--- src/rtl/uart_tx_serializer_if.sv ---
// Handshake/bus bundle for uart_tx_serializer: TX FIFO pop port, LCR fields,
// baud strobe and the serial line/status outputs.
interface uart_tx_serializer_if;
    logic       baud_tick;
    logic       fifo_empty;
    logic       fifo_rd_en;
    logic [7:0] fifo_rd_data;
    logic       fifo_rd_valid;
    logic [1:0] wls;
    logic       stb;
    logic       pen;
    logic       eps;
    logic       stick_par;
    logic       break_ctrl;
    logic       txd;
    logic       tx_busy;
    logic       tx_empty;

    // Serializer side.
    modport master (
        input  baud_tick, fifo_empty, fifo_rd_data, fifo_rd_valid,
        input  wls, stb, pen, eps, stick_par, break_ctrl,
        output fifo_rd_en, txd, tx_busy, tx_empty
    );

    // FIFO / LCR / line-observer side.
    modport slave (
        output baud_tick, fifo_empty, fifo_rd_data, fifo_rd_valid,
        output wls, stb, pen, eps, stick_par, break_ctrl,
        input  fifo_rd_en, txd, tx_busy, tx_empty
    );
endinterface

--- src/rtl/uart_tx_serializer.sv ---
// 16550-style transmit serializer: pops a byte from the TX FIFO and shifts it
// out as start + 5..8 data bits (LSB first) + optional parity + 1/1.5/2 stops.
// Bit timing counts TICKS_PER_BIT baud strobes per bit.
// Optional feature: define UART_TX_BREAK_EN to let break_ctrl force txd low.
module uart_tx_serializer #(
    parameter int unsigned TICKS_PER_BIT = 16
) (
    input  logic                 clk,
    input  logic                 rst,
    uart_tx_serializer_if.master tx_if
);

    localparam int unsigned CntW = $clog2(2 * TICKS_PER_BIT + 1);
    localparam logic [CntW-1:0] TicksOne  = CntW'(TICKS_PER_BIT);
    localparam logic [CntW-1:0] TicksOneH = CntW'(TICKS_PER_BIT * 3 / 2);
    localparam logic [CntW-1:0] TicksTwo  = CntW'(2 * TICKS_PER_BIT);

    typedef enum logic [2:0] {
        StIdle,
        StFetch,
        StStart,
        StData,
        StParity,
        StStop
    } state_e;

    state_e          r_state;
    logic [CntW-1:0] r_tick_cnt;
    logic [2:0]      r_bit_cnt;
    logic [7:0]      r_shift;
    logic [7:0]      r_data;
    logic [1:0]      r_wls;
    logic            r_stb;
    logic            r_pen;
    logic            r_eps;
    logic            r_stick;
    logic            r_txd;

    logic [CntW-1:0] w_tick_limit;
    logic            w_bit_done;
    logic            w_last_data;
    logic [7:0]      w_data_mask;
    logic            w_par_xor;
    logic            w_par_bit;
    logic            w_rd_en;

    // Bit-length, end-of-bit, parity and pop-request decode.
    always_comb begin
        w_tick_limit = TicksOne;
        if (r_state == StStop && r_stb) begin
            w_tick_limit = (r_wls == 2'b00) ? TicksOneH : TicksTwo;
        end
        w_bit_done  = tx_if.baud_tick && (r_tick_cnt == w_tick_limit - CntW'(1));
        w_last_data = (r_bit_cnt == {1'b0, r_wls} + 3'd4);
        // Only the wls+5 transmitted bits take part in parity.
        w_data_mask = 8'hFF >> (2'd3 - r_wls);
        w_par_xor   = ^(r_data & w_data_mask);
        w_par_bit   = r_stick ? ~r_eps : (r_eps ? w_par_xor : ~w_par_xor);
        w_rd_en     = (r_state == StIdle) && !tx_if.fifo_empty && !rst;
    end

    // Frame FSM; txd is loaded with the level of the bit being entered.
    always_ff @(posedge clk or posedge rst) begin
        if (rst) begin
            r_state    <= StIdle;
            r_tick_cnt <= '0;
            r_bit_cnt  <= '0;
            r_shift    <= '0;
            r_data     <= '0;
            r_wls      <= '0;
            r_stb      <= 1'b0;
            r_pen      <= 1'b0;
            r_eps      <= 1'b0;
            r_stick    <= 1'b0;
            r_txd      <= 1'b1;
        end else begin
            // Ticks only count inside a bit; a bit's last tick clears the count.
            if (r_state == StIdle || r_state == StFetch) begin
                r_tick_cnt <= '0;
            end else if (tx_if.baud_tick) begin
                r_tick_cnt <= w_bit_done ? '0 : r_tick_cnt + CntW'(1);
            end

            case (r_state)
                StIdle: begin
                    r_txd <= 1'b1;
                    if (w_rd_en) begin
                        r_state <= StFetch;
                    end
                end
                StFetch: begin
                    if (tx_if.fifo_rd_valid) begin
                        r_shift <= tx_if.fifo_rd_data;
                        r_data  <= tx_if.fifo_rd_data;
                        r_wls   <= tx_if.wls;
                        r_stb   <= tx_if.stb;
                        r_pen   <= tx_if.pen;
                        r_eps   <= tx_if.eps;
                        r_stick <= tx_if.stick_par;
                        r_state <= StStart;
                        r_txd   <= 1'b0;
                    end
                end
                StStart: begin
                    if (w_bit_done) begin
                        r_state   <= StData;
                        r_bit_cnt <= '0;
                        r_txd     <= r_shift[0];
                    end
                end
                StData: begin
                    if (w_bit_done) begin
                        if (w_last_data) begin
                            r_state <= r_pen ? StParity : StStop;
                            r_txd   <= r_pen ? w_par_bit : 1'b1;
                        end else begin
                            r_bit_cnt <= r_bit_cnt + 3'd1;
                            r_shift   <= r_shift >> 1;
                            r_txd     <= r_shift[1];
                        end
                    end
                end
                StParity: begin
                    if (w_bit_done) begin
                        r_state <= StStop;
                        r_txd   <= 1'b1;
                    end
                end
                StStop: begin
                    if (w_bit_done) begin
                        r_state <= StIdle;
                        r_txd   <= 1'b1;
                    end
                end
                default: begin
                    r_state <= StIdle;
                    r_txd   <= 1'b1;
                end
            endcase
        end
    end

    assign tx_if.fifo_rd_en = w_rd_en;
    assign tx_if.tx_busy    = (r_state != StIdle);
    assign tx_if.tx_empty   = tx_if.fifo_empty && (r_state == StIdle);

`ifdef UART_TX_BREAK_EN
    logic r_brk;

    // Break is registered so txd stays free of combinational input paths.
    always_ff @(posedge clk or posedge rst) begin
        if (rst) begin
            r_brk <= 1'b0;
        end else begin
            r_brk <= tx_if.break_ctrl;
        end
    end

    assign tx_if.txd = r_txd & ~r_brk;
`else
    logic w_unused_break;
    assign w_unused_break = tx_if.break_ctrl;
    assign tx_if.txd      = r_txd;
`endif

endmodule

--- src/flat_wrapper.sv ---
// flat-port wrapper written by rule: the top's interface ports become plain ports
module uart_tx_serializer_flat 
#(
    parameter int unsigned TICKS_PER_BIT = 16
)
  (clk, rst, tx_if_baud_tick, tx_if_fifo_empty, tx_if_fifo_rd_data, tx_if_fifo_rd_valid, tx_if_wls, tx_if_stb, tx_if_pen, tx_if_eps, tx_if_stick_par, tx_if_break_ctrl, tx_if_fifo_rd_en, tx_if_txd, tx_if_tx_busy, tx_if_tx_empty);
  uart_tx_serializer_if tx_if_i ();
  input  logic clk;
  input  logic rst;
  input wire logic [$bits(tx_if_i.baud_tick)-1:0] tx_if_baud_tick;
  input wire logic [$bits(tx_if_i.fifo_empty)-1:0] tx_if_fifo_empty;
  input wire logic [$bits(tx_if_i.fifo_rd_data)-1:0] tx_if_fifo_rd_data;
  input wire logic [$bits(tx_if_i.fifo_rd_valid)-1:0] tx_if_fifo_rd_valid;
  input wire logic [$bits(tx_if_i.wls)-1:0] tx_if_wls;
  input wire logic [$bits(tx_if_i.stb)-1:0] tx_if_stb;
  input wire logic [$bits(tx_if_i.pen)-1:0] tx_if_pen;
  input wire logic [$bits(tx_if_i.eps)-1:0] tx_if_eps;
  input wire logic [$bits(tx_if_i.stick_par)-1:0] tx_if_stick_par;
  input wire logic [$bits(tx_if_i.break_ctrl)-1:0] tx_if_break_ctrl;
  output wire logic [$bits(tx_if_i.fifo_rd_en)-1:0] tx_if_fifo_rd_en;
  output wire logic [$bits(tx_if_i.txd)-1:0] tx_if_txd;
  output wire logic [$bits(tx_if_i.tx_busy)-1:0] tx_if_tx_busy;
  output wire logic [$bits(tx_if_i.tx_empty)-1:0] tx_if_tx_empty;
  assign tx_if_i.baud_tick = tx_if_baud_tick;
  assign tx_if_i.fifo_empty = tx_if_fifo_empty;
  assign tx_if_i.fifo_rd_data = tx_if_fifo_rd_data;
  assign tx_if_i.fifo_rd_valid = tx_if_fifo_rd_valid;
  assign tx_if_i.wls = tx_if_wls;
  assign tx_if_i.stb = tx_if_stb;
  assign tx_if_i.pen = tx_if_pen;
  assign tx_if_i.eps = tx_if_eps;
  assign tx_if_i.stick_par = tx_if_stick_par;
  assign tx_if_i.break_ctrl = tx_if_break_ctrl;
  assign tx_if_fifo_rd_en = tx_if_i.fifo_rd_en;
  assign tx_if_txd = tx_if_i.txd;
  assign tx_if_tx_busy = tx_if_i.tx_busy;
  assign tx_if_tx_empty = tx_if_i.tx_empty;
  uart_tx_serializer #(.TICKS_PER_BIT(TICKS_PER_BIT)) u_core (.clk(clk), .rst(rst), .tx_if(tx_if_i));
endmodule
--- config.mk ---
export PLATFORM = sky130hd
export DESIGN_NAME = uart_tx_serializer_flat
export DESIGN_NICKNAME = d
export VERILOG_FILES = /design/src/rtl/uart_tx_serializer_if.sv /design/src/rtl/uart_tx_serializer.sv /design/src/flat_wrapper.sv
export SDC_FILE = /design/constraint.sdc
export NUM_CORES = 1
export LEC_CHECK = 0
export ABC_AREA = 1
export CORE_UTILIZATION = 40
export DETAILED_ROUTE_END_ITERATION = 6
export SLEW_MARGIN = 5
export SYNTH_ARGS = -nofsm -noshare
export SYNTH_HDL_FRONTEND = slang
export SYNTH_SLANG_ARGS = --single-unit
--- constraint.sdc ---
create_clock -name clk -period 2 [get_ports clk]
set_clock_uncertainty 0.2 [all_clocks]
set_input_delay 0.5 -clock clk [delete_from_list [all_inputs] [get_ports clk]]
set_output_delay 0.5 -clock clk [all_outputs]
set_load 0.05 [all_outputs]
==> metrics.md, run 1 <==
| Metric | Value |
|---|---|
| Post-synthesis cell type count | 31 |
| Setup crit start kind | register |
| Type of the worst min-delay path | register to register |
| Worst-path clk slew | around 0.07 ns |
| Crit-path cells | nor2_4 -> inv_2 -> nor2_4 -> inv_4 -> nor3_4 -> buf_12 |
| Worst path arrival time | around 1.4 ns |
| Initial drt markers | 80 |
| Die Footprint | around 0.0054 mm2 |
| Row cnt | 25 |
| Vias | ~1700 |
| Adder-cell share of the synthesized area | roughly 1.2% |
| Core area | 0.00482 mm2 |
| Slowest stage delay, CP | about 0.4 ns |
| Bufs on Longest Clock Path | 2 |
| Ranking of synthesized cells by area | dfrtp_1 (42%), nand2_1 (13%), inv_1 (5.4%) |
| Dpl cell area | about 0.0025 mm2 |
| RePlAce Congestion | 0.804 |
| Sequential cell area fraction in the yosys report | 43.2% |
| Multi-input gate area | 0.00106 mm2 |
| Top Ports | 24 |
| CTS tree | done |
| H-tree levels | 2 |
| Worst EP required | 1.30 ns |
| Count leader, synth | nand2_1 |
| Fin worst setup slack | -0.0675 ns |
| Post-synth ARST share | 100% |
| Hold_ws | between 0.2 and 0.3 ns |
| Final Hold Fails | 0 |
| Seq. cell area | between 800 and 900 um2 |
| Final setup viols | 1 |
| Synth-to-Final Area Change | 31.5% |
| # hold bufs at CTS | 0 |
| Least-Margin Pin Slew | around 0.36 ns |
| Average wire per standard cell | 11.2 um |
| Worst relative slew slack | between 70% and 80% |
| Fin nets | around 320 |
| Area of the mapped netlist | 0.00203 mm2 |
| Synth area leader | dfrtp_1 |
| Drt pass-1 iters | 4 |
| Largest net degree at the start of global routing | 36 |
| Largest family of logic cells by synthesized area | simple AND/OR/NAND/NOR gates |
| Power Dens Cells | approximately 1400 mW/mm2 |
| Most frequent cells after synthesis | nand2_1 (73), dfrtp_1 (34), inv_1 (29) |
| Clock net sink count | 35 |
| Worst skew pair latency | between 0.2 and 0.3 ns |
| Yosys top cell area share | 41.9% |
| Ant diodes | 0 |
| Crit end category | primary output |
| IO buf count | 22 |
| Place WS | -0.209 ns |
| Simple-gate share of the synthesized area | between 20% and 30% |
| Residual DRC | 0 |
| Post-synth EDFFs | 0 |
| Overall routing resource usage | between 10% and 20% |
| WS Path Type | register to primary output |
| Status | complete, but fails checks |
| Max Freq | 484 MHz |
| Synth Area in Compound Gates | 13.0% |
| Most used cell, CP | nor2_4 |
| Crit-path leading delay family | flip-flops |
| Final Critical Period | a little over 2 ns |
| Post-route ant nets | 0 |
| Unrepaired setup endpoints after global routing | true |
| Layout cells sized above 1 | 26.4% |
| HPWL after detailed placement | 3.04 mm |
| Failing checks | setup timing |
| Post-Synth XOR/XNOR Area | 2.52% |
| CTS Root Cell | clkbuf_8 |
| Die extent in x | about 73 um |
| Multiplexer share of the synthesized area | between 2 and 2.5% |
| Max Transition Viols Final | 0 |
| Total power | 3810 uW |
| Starting Density | between 40% and 50% |
| Initial antenna violation count | 0 |
| Most used DFF post-synth | dfrtp_1 |
| FILL cells | about 490 |
| Worst vdd ir | approximately 0.0007 V |
| Die Y | about 73 um |
| Clock buffer count from CTS | 5 |
| Drt via density | 4.63 |
| Seq cells post-synth | 35 |
| Tcrit/Tclk final | 103% |
| Synth warn | 0 |
| Worst path slowest cell | dfrtp_1 |
| Lkg Pwr | between 0.001 and 0.0015 uW |
| Max-cap violations | 0 |
| Design area | approximately 0.0027 mm2 |
| First-pass GRT wire length | about 7 mm |
| Post-synthesis cell count | approximately 260 |
| Final setup TNS | -0.0675 ns |
| Vias in the first global route | ~1600 |
| Syn avg cell area | 7.88 um2 |
| Critical Path Fanout Max | 3 |
| Synthesized Nets | 280 |
| CP Buf/Inv Count | 3 |
| DRT Wirelength | 4.14 mm |
| Gr ovfl total | 0 |
[kinds of logic (layout without fill, tap and decap cells)]
| logic type | after synthesis | in the layout |
|---|---|---|
| adders and majority gates | 2 | 2 |
| muxes | 5 | 5 |
| AOI/OAI and AO/OA | 45 | 45 |
| buffers and inverters | 44 | 88 |
| xor gates and xnor gates | 5 | 5 |
| and+or+nand+nor | 122 | 123 |
| DFF | 35 | 35 |
[sequential cells by signal (all words and copies together) (netlist names)]
register and cells:
u_core.r_stick 1, u_core.r_shift 8, u_core.r_data 8, u_core.r_pen 1, u_core.r_tick_cnt 6, u_core.r_state 3
u_core.tx_if.txd 1, u_core.r_bit_cnt 3, u_core.r_wls 2, u_core.r_stb 1, u_core.r_eps 1
[cell type report]
class                           instances  area share, %
Inverter                               40           5.71
Timing Repair Buffer                   40           14.9
Multi-Input combinational cell        180           39.7
Tap cell                               67           3.14
Sequential cell                        35           32.8
Clock buffer                            8           3.75
[cell usage in the layout (no fill, tap or decap), drive strengths merged, types with 2 or more instances in the layout]
cell type      count
o22ai              2
xor2               5
nor3               2
nand2             83
clkbuf             8
mux2i              5
buf               22
dfrtp             34
clkdlybuf4s50     17
inv               40
nand3             17
a21oi              6
nor2              19
o21ai             34
ha                 2
[tightest hold or removal path: stages (launching register included)]
cell,delay [ns]
dfrtp_1,0.36
nand2_2,0.06
o21ai_2,0.04
[final timing paths]
check	depth (start not counted)	to	start	slack, ns
max	6	tx_if_fifo_rd_en	u_core.r_state[2]	-0.07
min reg2reg	2	u_core.r_shift[0]	u_core.r_shift[0]	0.29
max reg2reg	10	u_core.r_state[0]	u_core.r_state[2]	0.08
min in group asynchronous	4	u_core.r_state[0]	rst	0.57
min	2	u_core.r_shift[0]	u_core.r_shift[0]	0.29
max in group asynchronous	4	u_core.tx_if.txd	rst	0.77
[through the flow]
step                cells  utilization [%]
floorplan             258                -
global placement      354             51.0
detailed placement    354             51.0
CTS                   367             53.9
global route          370             55.5
finish                370             55.5
[metal layers]
layer / global-route usage [%] / vias up / share of wire (%)
li1: - / 909 / -
met1: 21.4 / 783 / 48
met2: 28.5 / 14 / 48
met3: 5.35 / 7 / 2.6
met4: 6.54 / 0 / 1.6
met5: 0 / - / 0
[report_power, final]
group | total [uW] | internal [uW] | leakage [uW] | switching (uW)
clock | 568 | 314 | 0.0000515 | 254
combinational | 2010 | 823 | 0.000814 | 1190
sequential | 1230 | 1000 | 0.000444 | 227
total | 3810 | 2140 | 0.00131 | 1670
[repair_timing]
item,in CTS,in global routing
resized for setup,2,13
setup endpoints to repair,3,14
setup buffers,5,2
gates cloned,0,1
pin swaps,3,5
Power figures use the tool's default switching activity.
==> run 2, diff against run 1 <==
- clock period: 2 -> 2.6 ns (I/O delays scaled with it)
==> run 2 against run 1 <==
The flow now finishes without violations. Critical path depth down 5. Sequential share of layout area increased by 3.0 points. Non-clock buffer count down 15. Sequential power is 24% lower. Clock power down 24%. Hold slack got worse by 0.0054 ns. Core utilization down 4.6 points. Routed wire length fell by 5.6%. Final cell count decreased by 4.3%. First-iteration DRC count fell by 21%. Largest cell class unchanged. Largest power group unchanged.
==> metrics.md, run 2 (synthesis results as in run 1) <==
| Metric | Value |
|---|---|
| Status | finished clean |
| Unrepaired setup endpoints after global routing | false |
| Setup Fix Bufs, Post-CTS | 0 |
| Residual DRC | 0 |
| Critical Path Fanout Max | 2 |
| Drt via density | around 4.6 |
| Synth-to-Final Area Change | 20.6% |
| Overall routing resource usage | roughly 17% |
| Top Registers | u_core.r_data: 8 flops, u_core.r_shift: 8 flops, u_core.r_tick_cnt: 6 flops |
| Row cnt | 25 |
| Starting Density | 42.2% |
| Crit-path cells | clkdlybuf4s50_1 |
| Die Y | ~73 um |
| Most frequent cells in the layout | nand2_1 (73), dfrtp_1 (34), inv_1 (29) |
| Tcrit/Tclk final | between 90% and 100% |
| Max Freq | a little over 400 MHz |
| Slowest stage delay, CP | a little under 0.8 ns |
| WL met3 | around 79 um |
| Die Footprint | between 0.005 and 0.006 mm2 |
| Core area | a little under 0.005 mm2 |
| Initial drt markers | 63 |
| Post-route ant nets | 0 |
| Worst vdd ir | 0.000487 V |
| Worst EP required | roughly 1.8 ns |
| Average wire per standard cell | 11.0 um |
| Ant diodes | 0 |
| Crit-path leading delay family | buffers and inverters |
| Post-layout util | just over 50% |
| DRT Wirelength | just under 4 mm |
| Worst path slowest cell | clkdlybuf4s50_1 |
| Vias in the first global route | between 1500 and 2000 |
| Crit end category | primary output |
| Final Hold Fails | 0 |
| FILL cells | between 400 and 500 |
| Lkg Pwr | 0.00121 uW |
| Setup crit start kind | register |
| Bufs on Longest Clock Path | 2 |
| CP Buf/Inv Count | 1 |
| Clock buffer count from CTS | 5 |
| Gr ovfl total | 0 |
| Initial antenna violation count | 0 |
| Worst relative slew slack | 67.4% |
| CTS tree | done |
| RePlAce Congestion | roughly 0.78 |
| Least-Margin Pin Slew | just under 0.5 ns |
| Top sig layer | met4 |
| Final setup viols | 0 |
| Worst path arrival time | between 1.5 and 2 ns |
| Fin nets | a little over 300 |
| First-pass GRT wire length | 6.84 mm |
| IO buf count | 22 |
| Worst-path clk slew | 0.07 ns |
| Max Transition Viols Final | 0 |
| Vias | 1629 |
| Die extent in x | between 70 and 80 um |
| Largest net degree at the start of global routing | 36 |
| Met1 WL | a little over 2 mm |
| Clock net sink count | 35 |
| Final Critical Period | between 2 and 2.5 ns |
| Top Ports | 24 |
| Drt pass-1 iters | 5 |
| Type of the worst min-delay path | register to register |
| CTS Root Cell | clkbuf_8 |
| WL met2 | between 1.5 and 2 mm |
| Layout cells sized above 1 | between 10% and 20% |
| H-tree levels | 2 |
| WS Path Type | register to primary output |
| Power Dens Cells | roughly 1100 mW/mm2 |
| Max-cap violations | 0 |
| Final setup TNS | 0 ns |
| Most common cell after layout, fill and taps aside | nand2_1 |
| HPWL after detailed placement | 2.95 mm |
| Worst skew pair latency | between 0.2 and 0.3 ns |
[run 2: cell types whose count changed in the layout (fill, tap and decap cells not counted), moves of 2 or more]
cell and delta:
buf_4 -13, nand2_1 +7, nand2_2 -6, nor2_4 -3, buf_12 -2, clkdlybuf4s50_1 +2, nor2_1 +2
[run 2: area by class of cell]
type,count,area [um2],area share [%]
Clock buffer,8,100,4.09
Inverter,40,150,6.13
Multi-Input combinational cell,179,978,39.9
Sequential cell,35,877,35.8
Tap cell,67,83.8,3.42
Timing Repair Buffer,25,260,10.6
[run 2: what timing repair did]
item                                    4_1_cts  5_1_grt
hold buffers                                  0        0
hold endpoints to repair                      0        0
endpoints found under the setup margin        0        2
resized for setup                             0        1
[run 2: worst paths after layout]
check | slack (ns) | start | cells past startpoint | to
worst max-delay path | 0.14 | u_core.tx_if.txd | 1 | tx_if_txd
worst min-delay path | 0.28 | u_core.r_shift[1] | 2 | u_core.r_shift[1]
worst max register to register | 0.75 | u_core.r_tick_cnt[0] | 8 | u_core.r_state[1]
worst min register to register | 0.28 | u_core.r_shift[1] | 2 | u_core.r_shift[1]
max in group asynchronous | 1.23 | rst | 3 | u_core.tx_if.txd
min in group asynchronous | 0.63 | rst | 3 | u_core.r_state[0]
[run 2: per-layer routing]
metal  up-vias  global-route usage [%]
li1        876                       -
met5         -                       0
met3         6                    3.29
met4         0                    7.19
met1       729                    22.7
met2        18                    26.9
[run 2: stage by stage]
step	area [um2]	hold slack [ns]	std cells	worst slack, ns	power (uW)
3_5_place_dp	2350	0.269	346	0.182	2250
2_1_floorplan	2040	0.255	258	0.00640	1980
4_1_cts	2450	0.287	354	0.102	2690
3_3_place_gp	2350	0.265	346	0.173	2230
5_1_grt	2450	0.318	354	0.0465	2920
6_report	2450	0.285	354	0.141	2670
[run 2: power by group]
group	switching, uW	internal [uW]
clock network	193	242
logic	816	480
registers	167	769
total	1180	1490
